$ cat src/rtl/adim_toplayici.sv
// Rotary-dial step collector: counts right steps, then left steps, and commits
// the pair on confirm. Sequence, overflow and inactivity errors abort the entry.
module adim_toplayici #(
  parameter int ZAMAN_ASIMI = 50_000_000,
  parameter int ZS_GENISLIK = 26
) (
  input  logic       clk,
  input  logic       rst_n,
  input  logic       sag_darbe,
  input  logic       sol_darbe,
  input  logic       onayla,
  input  logic       iptal,
  output logic [2:0] sag_adim,
  output logic [1:0] sol_adim,
  output logic       adim_gecerli,
  output logic       yeni_giris,
  output logic       mesgul,
  output logic       hata
);

  localparam logic [1:0] BOSTA = 2'd0;
  localparam logic [1:0] SAG   = 2'd1;
  localparam logic [1:0] SOL   = 2'd2;

  logic [1:0]             r_durum;
  logic [2:0]             r_sag_cnt;
  logic [1:0]             r_sol_cnt;
  logic [ZS_GENISLIK-1:0] r_zs;
  logic                   r_sag_onceki, r_sol_onceki, r_onay_onceki, r_iptal_onceki;
  logic                   r_hazir;
  logic [2:0]             r_sag_adim;
  logic [1:0]             r_sol_adim;
  logic                   r_gecerli, r_yeni, r_hata;

  logic w_sag_e, w_sol_e, w_onay_e, w_iptal_e, w_olay;
  logic w_zaman_doldu, w_hata, w_onay;

  // r_hazir masks the first cycle after reset so levels already high are not events.
  assign w_sag_e   = sag_darbe & ~r_sag_onceki   & r_hazir;
  assign w_sol_e   = sol_darbe & ~r_sol_onceki   & r_hazir;
  assign w_onay_e  = onayla    & ~r_onay_onceki  & r_hazir;
  assign w_iptal_e = iptal     & ~r_iptal_onceki & r_hazir;
  assign w_olay    = w_sag_e | w_sol_e | w_onay_e | w_iptal_e;

  assign w_zaman_doldu = (r_durum != BOSTA) && !w_olay &&
                         (r_zs == ZS_GENISLIK'(ZAMAN_ASIMI - 1));

  assign w_hata = !w_iptal_e && (
                    (w_sag_e && w_sol_e) ||
                    (r_durum == BOSTA && w_sol_e) ||
                    (r_durum == SAG && w_sag_e && r_sag_cnt == 3'd7) ||
                    (r_durum == SOL && w_sag_e) ||
                    (r_durum == SOL && w_sol_e && r_sol_cnt == 2'd3) ||
                    w_zaman_doldu);

  assign w_onay = !w_iptal_e && !w_hata && w_onay_e && (r_durum != BOSTA);

  always_ff @(posedge clk) begin
    if (!rst_n) begin
      r_durum        <= BOSTA;
      r_sag_cnt      <= '0;
      r_sol_cnt      <= '0;
      r_zs           <= '0;
      r_sag_onceki   <= 1'b0;
      r_sol_onceki   <= 1'b0;
      r_onay_onceki  <= 1'b0;
      r_iptal_onceki <= 1'b0;
      r_hazir        <= 1'b0;
      r_sag_adim     <= '0;
      r_sol_adim     <= '0;
      r_gecerli      <= 1'b0;
      r_yeni         <= 1'b0;
      r_hata         <= 1'b0;
    end else begin
      r_sag_onceki   <= sag_darbe;
      r_sol_onceki   <= sol_darbe;
      r_onay_onceki  <= onayla;
      r_iptal_onceki <= iptal;
      r_hazir        <= 1'b1;
      r_yeni         <= 1'b0;
      r_hata         <= 1'b0;

      if (w_olay || r_durum == BOSTA) r_zs <= '0;
      else                            r_zs <= r_zs + 1'b1;

      if (w_iptal_e) begin
        r_durum   <= BOSTA;
        r_sag_cnt <= '0;
        r_sol_cnt <= '0;
        r_gecerli <= 1'b0;
      end else if (w_hata) begin
        r_hata    <= 1'b1;
        r_gecerli <= 1'b0;
        r_durum   <= BOSTA;
        r_sag_cnt <= '0;
        r_sol_cnt <= '0;
      end else if (w_onay) begin
        r_sag_adim <= r_sag_cnt;
        r_sol_adim <= r_sol_cnt;
        r_gecerli  <= 1'b1;
        r_yeni     <= 1'b1;
        r_durum    <= BOSTA;
        r_sag_cnt  <= '0;
        r_sol_cnt  <= '0;
      end else begin
        case (r_durum)
          BOSTA: if (w_sag_e) begin
            r_durum   <= SAG;
            r_sag_cnt <= 3'd1;
            r_gecerli <= 1'b0;
          end
          SAG: begin
            if (w_sag_e) r_sag_cnt <= r_sag_cnt + 3'd1;
            else if (w_sol_e) begin
              r_sol_cnt <= 2'd1;
              r_durum   <= SOL;
            end
          end
          SOL: if (w_sol_e) r_sol_cnt <= r_sol_cnt + 2'd1;
          default: r_durum <= BOSTA;
        endcase
      end
    end
  end

  assign sag_adim     = r_sag_adim;
  assign sol_adim     = r_sol_adim;
  assign adim_gecerli = r_gecerli;
  assign yeni_giris   = r_yeni;
  assign mesgul       = (r_durum != BOSTA);
  assign hata         = r_hata;

endmodule

$ cat config.mk
export PLATFORM = sky130hd
export DESIGN_NAME = adim_toplayici
export DESIGN_NICKNAME = d
export VERILOG_FILES = /design/src/rtl/adim_toplayici.sv
export SDC_FILE = /design/constraint.sdc
export NUM_CORES = 1
export LEC_CHECK = 0
export ABC_AREA = 1
export BUFFER_PORTS_ARGS = -buffer_cell sky130_fd_sc_hd__buf_2
export CAP_MARGIN = 15
export CORE_ASPECT_RATIO = 1.2
export CORE_MARGIN = 2
export CORE_UTILIZATION = 52
export CTS_BUF_LIST = sky130_fd_sc_hd__clkbuf_16
export CTS_CLUSTER_DIAMETER = 40
export DETAILED_ROUTE_END_ITERATION = 6
export PLACE_DENSITY = 0.77
export SLEW_MARGIN = 20
export SYNTH_ARGS = -nofsm -noshare
export SYNTH_HDL_FRONTEND = slang
export SYNTH_SLANG_ARGS = --single-unit
$ cat constraint.sdc
create_clock -name clk -period 2.3 [get_ports clk]
set_input_delay 0.345 -clock clk [delete_from_list [all_inputs] [get_ports clk]]
set_output_delay 0.345 -clock clk [all_outputs]
set_load 0.02 [all_outputs]
---- After elaboration in Yosys (flattened, before gate mapping) ----
Cells that the tools add are included.
storage, ports and cells
  flip-flop bits (word level) ............. 46
  bits in latches ......................... 0
  RAM bits ................................ 0
  memory bits (read-only) ................. 0
  input bits .............................. 6
  output and inout bits ................... 9
  logic and storage cells ................. 100
  memories kept ........................... 0
operators by class
  add/subtract/negate cells ............... 3
  multipliers ............................. 0
  div/mod/pow operators ................... 0
  $lt $le $gt $ge ......................... 0
  equality and inequality tests ........... 10
  shift-type cells ........................ 0
  mux-type cells .......................... 17
  bitwise gates (word level) .............. 19
  reduce and logical (&&, ||, !) cells .... 37
operators by type and width
  kind                                                              number
  26-bit by 1-bit adder with 26-bit output (second input constant)  1
  26-bit equality test (second input constant)                      1
  1-bit logical AND                                                 13
  2-bit 2-to-1 mux                                                  6
  2-bit != test (second input constant)                             5
  2-bit nonzero test                                                5
  1-bit AND                                                         8
  1-bit inverter                                                    8
  4-bit AND reduction                                               2
  1-bit logical OR                                                  6
  1-bit 2-to-1 mux                                                  6
  3-bit 2-to-1 mux                                                  2
  2-bit case mux with 3 select lines                                1
  3-bit case mux with 2 select lines                                1
  3-bit AND reduction                                               2
  2-bit equality test (second input constant)                       2
  2-bit case mux with 2 select lines                                1
  2-bit OR reduction                                                2
  4-bit OR reduction                                                1
  3-bit by 1-bit adder with 3-bit output (second input constant)    1
  3-bit equality test (second input constant)                       1
  1-bit logical NOT                                                 3
  1-bit bitwise OR                                                  3
  3-bit OR reduction                                                1
  4 further kinds                                                   4

---- Longest topological paths before layout ----
  depth after elaboration ................. 17
  mapped depth ............................ 11
  mapped depth without buffers ............ 11

---- Least setup slack after synthesis ----
OpenSTA, ideal clock, no wires.
  kind .................................... register to register
  from .................................... register r_zs[0]
  to ...................................... register r_sag_cnt[0]
  library setup time ...................... 117 ps
  arrival time ............................ 1,349 ps
  required time ........................... 2,183 ps
  slack ................................... 834 ps
  stages on the path, launching flop included .. 11
  buffers on the path ..................... 0
  clock period less this slack ............ 1,466 ps
  cell sequence ........................... dfxtp_1 ha_1 nand3_2 nor2_2 nand2_1 nor2_1 nand2_2 nand2_2 nor2_4 nand2_4 nor2_1
between the ends
  cells in the longest elaborated chain, start to end .. 9
ends and longest elaborated chain
  element                                RTL line  RTL
  start, declared                        28        logic [ZS_GENISLIK-1:0] r_zs;
  start signal, assigned                 84        else r_zs <= r_zs + 1'b1;
  26-bit equality test *                 46        (r_zs == ZS_GENISLIK'(ZAMAN_ASIMI - 1));
  1-bit logical AND *                    45        assign w_zaman_doldu = (r_durum != BOSTA) && !w_olay &&
  1-bit logical OR *                     53        (r_durum == SOL && w_sol_e && r_sol_cnt == 2'd3) ||
  1-bit logical AND *                    48        assign w_hata = !w_iptal_e && (
  1-bit logical NOT                      56        assign w_onay = !w_iptal_e && !w_hata && w_onay_e && (r_durum != BOSTA);
  1-bit logical AND (3 in a row)         56
  4-bit OR reduction (no source line) *  -
  end signal, assigned                   113       if (w_sag_e) r_sag_cnt <= r_sag_cnt + 3'd1;
  end, declared                          26        logic [2:0] r_sag_cnt;
Mark *: on every way between the ends. The rest lies on a longest branch, timed or not.
A chain may end at the register's enable or synchronous reset.

---- Worst setup path in the final report ----
  from .................................... register r_zs[0]
  to ...................................... register r_sol_cnt[0]
between the ends
  cells in the longest elaborated chain, start to end .. 9
ends and longest elaborated chain
  element                                RTL line  RTL
  26-bit equality test *                 46
  1-bit logical AND *                    45
  1-bit logical OR *                     53
  1-bit logical AND *                    48
  1-bit logical NOT                      56
  1-bit logical AND (3 in a row)         56
  4-bit OR reduction (no source line) *  -
  end signal, assigned                   119       SOL: if (w_sol_e) r_sol_cnt <= r_sol_cnt + 2'd1;
  end, declared                          27        logic [1:0] r_sol_cnt;
Marks and branches as above.

==> impl_metrics.env <==
export IMPL_outcome="finished clean"
export IMPL_rsz0062_at_grt="false"
export IMPL_p_sw_share_pct=21.0
export IMPL_grt_start_max_net_pins=15
export IMPL_die_w_um=63.9
export IMPL_clkPwrFrac_pct=48.0
export IMPL_areaGrowthSynthToFinish_pct=13.6
export IMPL_ctsLongestPathBuffers=2
export IMPL_cts_buffers=5
export IMPL_syn_area_um2=2240
export IMPL_endpoint_kind="flip-flop"
export IMPL_ys_warn_count=0
export IMPL_syn_inst=313
export IMPL_synth_edf_count=0
export IMPL_cts_tree="yes"
export IMPL_ys_flop_type="dfxtp_1"
export IMPL_fill_cells=392
export IMPL_grt_pass1_vias=1868
export IMPL_synth_top_area_share_pct=41.1
export IMPL_finalClockSkew_ps=6.29
export IMPL_gp_congestion=0.884
export IMPL_syn_num_nets=323
export IMPL_synth_cell_types=29
export IMPL_track_usage_pct=20.0
export IMPL_synth_area_top_cells="dfxtp_1, nand2_1, nor2_1"
export IMPL_crit_chain="ha_1, nand3_2, nor2_2, nand2_1, nor2_1, nand2_2, nand2_2, nor2_4, nand2_4, nor2_1"
export IMPL_crit_path_max_fanout=8
export IMPL_io_pins=15
export IMPL_crit_end="r_sol_cnt[0]$_SDFFE_PP0P_"
export IMPL_start_util_pct=53.4
export IMPL_crit_start="r_zs[0]$_SDFF_PP0_"
export IMPL_cts_hold_buffers=0
export IMPL_cts_resized=0
export IMPL_multiInputGateArea_um2=1120
export IMPL_dp_hpwl_um=3370
export IMPL_post_route_min_period_ps=1680
export IMPL_worstMarginPinSlew_ps=304
export IMPL_drv_cap=0
export IMPL_internal_power_w=0.00134
export IMPL_vias_per_cell=4.95
export IMPL_leakagePower_nw=1.03
export IMPL_power_density_nw_per_um2=665
export IMPL_routed_wirelength_um=4490
export IMPL_r2r_end="r_sol_cnt[0]$_SDFFE_PP0P_"
export IMPL_crit_family="simple AND/OR/NAND/NOR gates"
export IMPL_row_count=26
export IMPL_synth_common_cells="nand2_1, nor2_1, inv_1, dfxtp_1"
export IMPL_insertion_delay_ps=290
export IMPL_async_flop_share_pct=0
export IMPL_start_kind="flip-flop"
export IMPL_cts_setup_buffers=0
export IMPL_holdCritPathClass="input port to flip-flop"
export IMPL_tns_ps=0
export IMPL_r2r_start="r_zs[0]$_SDFF_PP0_"
export IMPL_vias=1930
export IMPL_grt_pass1_wl_um=7730
export IMPL_synth_seq_area_share_pct=41.1
export IMPL_power_frac_seq_pct=47.9
export IMPL_peakVddDrop_v=0.000454
export IMPL_antenna_found_initial=0
export IMPL_drc=0
export IMPL_die_area_um2=4850
export IMPL_worst_path_max_delay_cell="dfxtp_1"
export IMPL_cts_root_buf="clkbuf_16"
export IMPL_place_ws_ps=609
export IMPL_num_antenna_cells=0
export IMPL_syn_area_per_cell_um2=7.16
export IMPL_crit_path_max_incr_delay_ps=380
export IMPL_fmax_mhz=596
export IMPL_fin_crit_sh_pct=73.0
export IMPL_r2r_cells=10
export IMPL_drive_gt1_share_pct=14.7
export IMPL_post_drt_wl_per_cell_um=11.5
export IMPL_path_depth=10
export IMPL_dr_pass1_iters=4
export IMPL_post_synth_top_count_cell="nand2_1"
export IMPL_final_antenna_net_count=0
export IMPL_core_area_um2=4200
export IMPL_worst_path_buf_inv=0
export IMPL_critPathRequiredTime_ps=2490
export IMPL_ys_ff_latch=46
export IMPL_crit_type="flip-flop to flip-flop"
export IMPL_clock_sinks=46
export IMPL_fin_ws_ps=622
export IMPL_die_h_um=75.9
export IMPL_final_nets=343
export IMPL_slew_violations=0
export IMPL_finalHoldViolations=0
export IMPL_relSlewSlack_pct=79.6
export IMPL_comb_power_share_pct=4.1
export IMPL_p_sw_w=0.000355
export IMPL_path_clk_slew_ps=60
export IMPL_yosysTopAreaCell="dfxtp_1"
export IMPL_cts_htree_levels=2
export IMPL_seqCellArea_um2=921
export IMPL_cp_arrival_ps=1860
export IMPL_grt_ovfl_total=0
export IMPL_port_buffers=14
export IMPL_final_setup_viol_count=0
export IMPL_r2r_slack_ps=620
export IMPL_dr_first_iter_drc_count=96
routing by layer:
layer | GRT usage (%) | wire (um)
met1 | 21.5 | 1960
met2 | 36.8 | 2310
met3 | 5.04 | 129
met4 | 7.39 | 89
met5 | 0 | 0
per-stage QoR:
stage          std cells  utilization (%)  hold slack, ps  cell area (um^2)  total power [W]
6_report             390             60.7             254              2550          0.00169
5_1_grt              390             60.7             268              2550          0.00174
4_1_cts              390             60.7             253              2550          0.00170
3_5_place_dp         382             56.7             464              2380         0.000899
3_3_place_gp         382             56.7             441              2380         0.000897
2_1_floorplan        313                -             373              2240         0.000879
cell usage in the layout, fill, tap and decap left out, drive strengths merged, types with 2 or more instances in the layout:
cell type | netlist | final
nor2 | 62 | 62
a21oi | 12 | 12
xor2 | 8 | 8
nand4 | 12 | 12
nand2 | 70 | 70
clkbuf | 0 | 5
o21ai | 12 | 12
nor3 | 4 | 4
buf | 3 | 16
ha | 4 | 4
inv | 49 | 49
o21a | 3 | 3
a31oi | 2 | 2
dfxtp | 46 | 46
xnor2 | 3 | 3
nand3b | 4 | 4
nand3 | 12 | 12
nor3b | 2 | 2
clkinv | 0 | 2
power groups by stage:
stage / Combinational (W) / Clock, W / Sequential (W)
finish: 0.0000694 / 0.000812 / 0.000812
detailed placement: 0.0000693 / 0 / 0.000830
global route: 0.0000787 / 0.000849 / 0.000812
floorplan: 0.0000486 / 0 / 0.000831
global placement: 0.0000681 / 0 / 0.000829
CTS: 0.0000697 / 0.000817 / 0.000812
how the worst min path moves through the flow:
stage                                  start                        end  slack (ps)  cells past startpoint
final                                  iptal  r_iptal_onceki$_SDFF_PN0_         250                      3
after global routing                   iptal  r_iptal_onceki$_SDFF_PN0_         270                      3
after CTS                             onayla   r_onay_onceki$_SDFF_PN0_         250                      3
after detailed placement  r_zs[0]$_SDFF_PP0_         r_zs[0]$_SDFF_PP0_         460                      1
after global placement    r_zs[0]$_SDFF_PP0_         r_zs[0]$_SDFF_PP0_         440                      1
after floorplan                        rst_n            r_hazir$_DFF_P_         370                      0
state kept, by name (all words and copies together), names as in the netlist:
signal and cells:
hata 1, sag_adim 3, sol_adim 2, r_durum 2
r_hazir 1, r_sol_onceki 1, yeni_giris 1, r_zs 26
r_sol_cnt 2, r_sag_onceki 1, r_onay_onceki 1, adim_gecerli 1
r_iptal_onceki 1, r_sag_cnt 3
worst min-delay path: stages:
cell     delay (ps)
buf_2            90
nand2_1          40
inv_1            40
cell families (layout without fill, tap and decap cells):
kind of cell	after synthesis	in the layout	share of synthesized area, %
DFF	46	46	41.1
adders and majority gates	4	4	2.23
and+or+nand+nor	168	168	35.6
xor gates and xnor gates	11	11	4.30
buffers and inverters	52	73	8.88
AOI/OAI and AO/OA	32	32	7.87
area by class of cell:
class                      count  share of cell area (%)
multi-input combinational    215                    44.0
sequential                    46                    36.2
inverter                      49                    7.22
clock buffer                   5                    4.91
timing repair buffer          16                    3.34
tap                           56                    2.75
clock inverter                 3                    1.57
Note: power is estimated with default switching activity, not from simulation.
